### src/rtl/pipe_ctrl_pkg.sv
// Shared types and constants for the in-order core's pipeline controller.
package pipe_ctrl_pkg;

  typedef enum logic {
    RUN   = 1'b0,
    FLUSH = 1'b1
  } state_e;

  // Bit positions in the stall/flush buses for the default six-stage core
  localparam int STG_PC  = 0;
  localparam int STG_IF  = 1;
  localparam int STG_ID  = 2;
  localparam int STG_EX  = 3;
  localparam int STG_MEM = 4;
  localparam int STG_WB  = 5;

  localparam logic [31:0] DEFAULT_EXC_VECTOR = 32'hBFC0_0380;

endpackage

### src/rtl/stall_watchdog.sv
// Counts consecutive stalled cycles and raises a sticky timeout once the
// count reaches LIMIT.
module stall_watchdog #(
  parameter int LIMIT = 1024
) (
  input  logic clk,
  input  logic rst,
  input  logic active,
  output logic timeout
);

  localparam int CW = $clog2(LIMIT + 1);
  localparam logic [CW-1:0] SAT = CW'(LIMIT);

  logic [CW-1:0] wd_cnt;

  // The flag is set on the same edge that brings wd_cnt to LIMIT, so it is
  // visible in the cycle after the LIMIT-th stalled cycle.
  always_ff @(posedge clk) begin
    if (rst) begin
      wd_cnt  <= '0;
      timeout <= 1'b0;
    end else begin
      if (!active) begin
        wd_cnt <= '0;
      end else if (wd_cnt != SAT) begin
        wd_cnt <= wd_cnt + 1'b1;
      end
      if (active && (wd_cnt >= SAT - 1'b1)) begin
        timeout <= 1'b1;
      end
    end
  end

endmodule

### src/rtl/pipe_ctrl.sv
// Pipeline controller: per-stage stall decode, one-cycle flush/redirect FSM
// with EPC capture, and a stall watchdog.
module pipe_ctrl
  import pipe_ctrl_pkg::*;
#(
  parameter int              STAGES     = 6,
  parameter int              PC_W       = 32,
  parameter logic [PC_W-1:0] EXC_VECTOR = DEFAULT_EXC_VECTOR,
  parameter int              WDOG_LIMIT = 1024
) (
  input  logic              clk,
  input  logic              rst,
  input  logic [STAGES-1:0] stallreq,
  input  logic              exc_valid,
  input  logic [PC_W-1:0]   exc_pc,
  input  logic              eret_valid,
  output logic [STAGES-1:0] stall,
  output logic [STAGES-1:0] flush,
  output logic [PC_W-1:0]   new_pc,
  output logic              new_pc_valid,
  output logic [PC_W-1:0]   epc,
  output logic              stall_timeout,
  output logic              state_dbg
);

  // new_pc_valid is a single-cycle strobe with no ready: the PC register must
  // load new_pc in the cycle it is high; new_pc carries no meaning otherwise.

  state_e            state_q, state_d;
  logic [PC_W-1:0]   epc_q;
  logic [PC_W-1:0]   target_q;
  logic [STAGES-1:0] stall_dec;
  logic [STAGES-1:0] flush_dec;

  // Ascending scan, so the highest requesting stage is the last to write.
  always_comb begin
    stall_dec = '0;
    flush_dec = '0;
    for (int j = 0; j < STAGES; j++) begin
      if (stallreq[j]) begin
        for (int i = 0; i < STAGES; i++) begin
          stall_dec[i] = (i <= j);
          flush_dec[i] = (i == j + 1);
        end
      end
    end
  end

  always_comb begin
    state_d      = state_q;
    stall        = stall_dec;
    flush        = flush_dec;
    new_pc_valid = 1'b0;
    case (state_q)
      RUN: begin
        if (exc_valid || eret_valid) begin
          state_d = FLUSH;
        end
      end
      FLUSH: begin
        state_d      = RUN;
        stall        = '0;
        flush        = '1;
        new_pc_valid = 1'b1;
      end
      default: state_d = RUN;
    endcase
  end

  always_ff @(posedge clk) begin
    if (rst) begin
      state_q  <= RUN;
      epc_q    <= '0;
      target_q <= '0;
    end else begin
      state_q <= state_d;
      // Events arriving during FLUSH belong to flushed instructions.
      if (state_q == RUN) begin
        if (exc_valid) begin
          epc_q    <= exc_pc;
          target_q <= EXC_VECTOR;
        end else if (eret_valid) begin
          target_q <= epc_q;
        end
      end
    end
  end

  assign new_pc    = target_q;
  assign epc       = epc_q;
  assign state_dbg = state_q;

  stall_watchdog #(
    .LIMIT (WDOG_LIMIT)
  ) u_wdog (
    .clk     (clk),
    .rst     (rst),
    .active  (|stall),
    .timeout (stall_timeout)
  );

endmodule

### config.mk
export PLATFORM = sky130hd
export DESIGN_NAME = pipe_ctrl
export DESIGN_NICKNAME = d
export VERILOG_FILES = /design/src/rtl/pipe_ctrl_pkg.sv /design/src/rtl/stall_watchdog.sv /design/src/rtl/pipe_ctrl.sv
export SDC_FILE = /design/constraint.sdc
export NUM_CORES = 1
export LEC_CHECK = 0
export ABC_AREA = 1
export CORE_AREA = 10 10 91 93
export CTS_BUF_LIST = sky130_fd_sc_hd__clkbuf_8
export CTS_CLUSTER_SIZE = 14
export DETAILED_ROUTE_END_ITERATION = 10
export DIE_AREA = 0 0 101 103
export GPL_TIMING_DRIVEN = 0
export PLACE_DENSITY = 0.94
export SYNTH_ARGS = -nofsm -noshare
export SYNTH_HDL_FRONTEND = slang
export SYNTH_HIERARCHICAL = 1
export SYNTH_SLANG_ARGS = --single-unit
export TNS_END_PERCENT = 20
### constraint.sdc
create_clock -name clk -period 3 [get_ports clk]
set_input_delay 0.6 -clock clk [delete_from_list [all_inputs] [get_ports clk]]
set_output_delay 0.6 -clock clk [all_outputs]
set_load 0.01 [all_outputs]
==> metrics.cfg <==
[run_status]
status=completed

[place]
dp.cells=618
dp_slack_ns=0.2056
dp_hpwl_um=7891
place_congestion=0.8688
port-buffer-count=120

[power]
p_leak_nw=1.786
combPwrFrac_pct=20.6
netSwitchingFraction_pct=29.07
power.share.clock_pct=30.7
internal_power_w=0.001647
vdd_ir_drop_max_mv=0.4392
power.switching_w=0.0006751
seqPwrFrac_pct=48.7
power.density_mw_per_mm2=504.3

[synth]
ys.flop_type=dfxtp_1
ys_top_cells_by_count=nor2_1, dfxtp_1, nand3_1, nand2_1
avgSynthCellArea_um2=7.483
ys_seq_area_share_pct=49.28
synth.most_common_cell=nor2_1
synth_edf_count=0
synth_area_leader_cell=dfxtp_1
syn_inst=418
yosysUniqueCellTypes=25
synth_fp_nets=462
synthesis.area_mm2=0.003128
yosys_warnings=6
synthDominantCellAreaShare_pct=49.28
async_reset_ff_share_pct=0
synthTopCellsByArea=dfxtp_1, nor2_1, nand3_1, a21oi_1, o21ai_0
ys_seq_elements=77

[worst_setup_path]
regToRegSetupSlack_ns=1.38
cp.arrival_ns=2.20
end_kind=output pin
cp.required_ns=2.40
critPathLaunchType=primary input
path_max_fanout=4
crit_type=in2out

[routing]
final_antenna_net_count=0
drc_errors=0
via_per_inst=5.303
via_count=3362
wire_per_inst_um=16.70
drtIter0Drc=143
wirelength_um=10590
dr.pass1.iters=4

[job]
drv_cap=0

[floorplan]
die_x_um=101
num_rows=30
initial_core_util_pct=47.62
dieArea_mm2=0.01040
die_h_um=103
ios=121
core-area_mm2=0.006569

[clock_network]
cts_root_buffer=clkbuf_8
holdBufCountCts=0
cts.sinks=77
numCtsBuffers=9
cts_resized=0
clock_latency_ns=0.35
clkTransAtPathRegs_ns=0.07
cts_setup_buffers=0
cts_tree=yes
cts_buffer_depth=2
htreeDepth=3

[layout]
nNetsFinal=593
drive_gt1_share_pct=7.220
antennaDiodeCount=0
fin_cells=634
fillCellCount=479
syn_to_final_growth_pct=47.20

[sta]
finalCritPeriodShare_pct=93.40
min_period_ns=2.802
drv_slew=0
finalClockSkew_ns=0.01505
hold_viol=0
tns_ns=0
final-setup-viol-count=0
worst_slack_ns=0.1980
worst_slew_pin_slew_ns=0.4935
rsz0062_at_grt=no
slew_headroom_pct=67.10
fmax_mhz=356.9

[global_routing]
grt_antenna_before_repair=0
track_usage_pct=19.98
grt_overflow=0
grt_max_degree=14
grt_pass1_vias=3415
grt_pass1_wl_um=16420

[min_path]
min_path_type=reg2reg

-- sequential cells by signal, indices dropped and copies added, names as in the netlist --
register	cells
u_wdog/timeout	1
new_pc	32
epc	32
state_dbg	1
u_wdog/wd_cnt	11
-- metrics by stage --
stage	utilization (%)	total power, W	hold slack (ns)	cell area [um2]
after global routing	70.10	0.002414	0.4838	4604
after CTS	70.10	0.002324	0.4744	4604
final	70.10	0.002322	0.4754	4604
after floorplan	-	0.001359	0.4405	3128
after detailed placement	67.43	0.001630	0.4638	4429
after global placement	67.43	0.001614	0.4411	4429
-- layout by cell type (no fill, tap or decap) --
cell	instances
clkdlybuf4s50_1	120
nor2_1	92
dfxtp_1	77
nand3_1	49
nand2_1	43
a21oi_1	35
o21ai_0	35
inv_1	28
buf_2	10
clkbuf_8	10
clkbuf_1	8
nor3_1	8
nand3b_1	6
buf_4	5
nand2_2	4
nand4_1	3
o21bai_1	2
buf_6	2
o21ai_1	2
clkinv_2	2
clkinvlp_4	2
xnor2_1	2
ha_1	2
inv_2	1
inv_6	1
nor2_2	1
nor2_4	1
xor2_1	1
o21a_1	1
o21ai_2	1
-- worst paths after layout --
check,end,depth (start not counted),start
min,u_wdog/wd_cnt[10]$_SDFFE_PP0P_,2,u_wdog/wd_cnt[10]$_SDFFE_PP0P_
min reg2reg,u_wdog/wd_cnt[10]$_SDFFE_PP0P_,2,u_wdog/wd_cnt[10]$_SDFFE_PP0P_
max,flush[1],5,stallreq[5]
max reg2reg,u_wdog/wd_cnt[2]$_SDFFE_PP0P_,7,state_dbg$_SDFF_PP0_
-- critical path: stages --
cell,delay (ns)
clkdlybuf4s50_1,0.43
nor2_1,0.25
nand4_1,0.18
o21bai_1,0.17
clkdlybuf4s50_1,0.57
-- power by group through the flow --
stage | sequential [W] | clock, W | combinational [W]
after CTS | 0.00113 | 0.000713 | 0.000481
after detailed placement | 0.00115 | 0 | 0.000477
final | 0.00113 | 0.000712 | 0.000478
after global placement | 0.00115 | 0 | 0.000464
after global routing | 0.00114 | 0.000752 | 0.000523
after floorplan | 0.00117 | 0 | 0.000186
-- per-layer routing --
| metal | up-vias | global-route usage, % | routed length [um] |
|---|---|---|---|
| met5 | - | 0 | 0 |
| met4 | 0 | 6.967 | 206 |
| met3 | 19 | 8.981 | 1082 |
| met2 | 130 | 35.72 | 5350 |
| met1 | 1588 | 20.16 | 3946 |
| li1 | 1625 | - | - |
-- kinds of logic after synthesis --
| family | synth area share, % |
|---|---|
| simple gates | 28.72 |
| flops | 49.28 |
| compound gates | 12.52 |
| buf+inv | 7.840 |
| xor+xnor | 0.8402 |
| fa+ha+maj | 0.7999 |
-- area by class of cell --
| class | instances | area (um2) | share of cell area (%) |
|---|---|---|---|
| Multi-Input combinational cell | 288 | 1341 | 29.13 |
| Timing Repair Buffer | 120 | 1201 | 26.09 |
| Sequential cell | 77 | 1541 | 33.48 |
| Buffer | 25 | 140.1 | 3.043 |
| Tap cell | 80 | 100.1 | 2.174 |
| Inverter | 28 | 105.1 | 2.283 |
| Clock buffer | 10 | 137.6 | 2.989 |
| Clock inverter | 6 | 37.54 | 0.8152 |
Power figures use the tool's default switching activity.
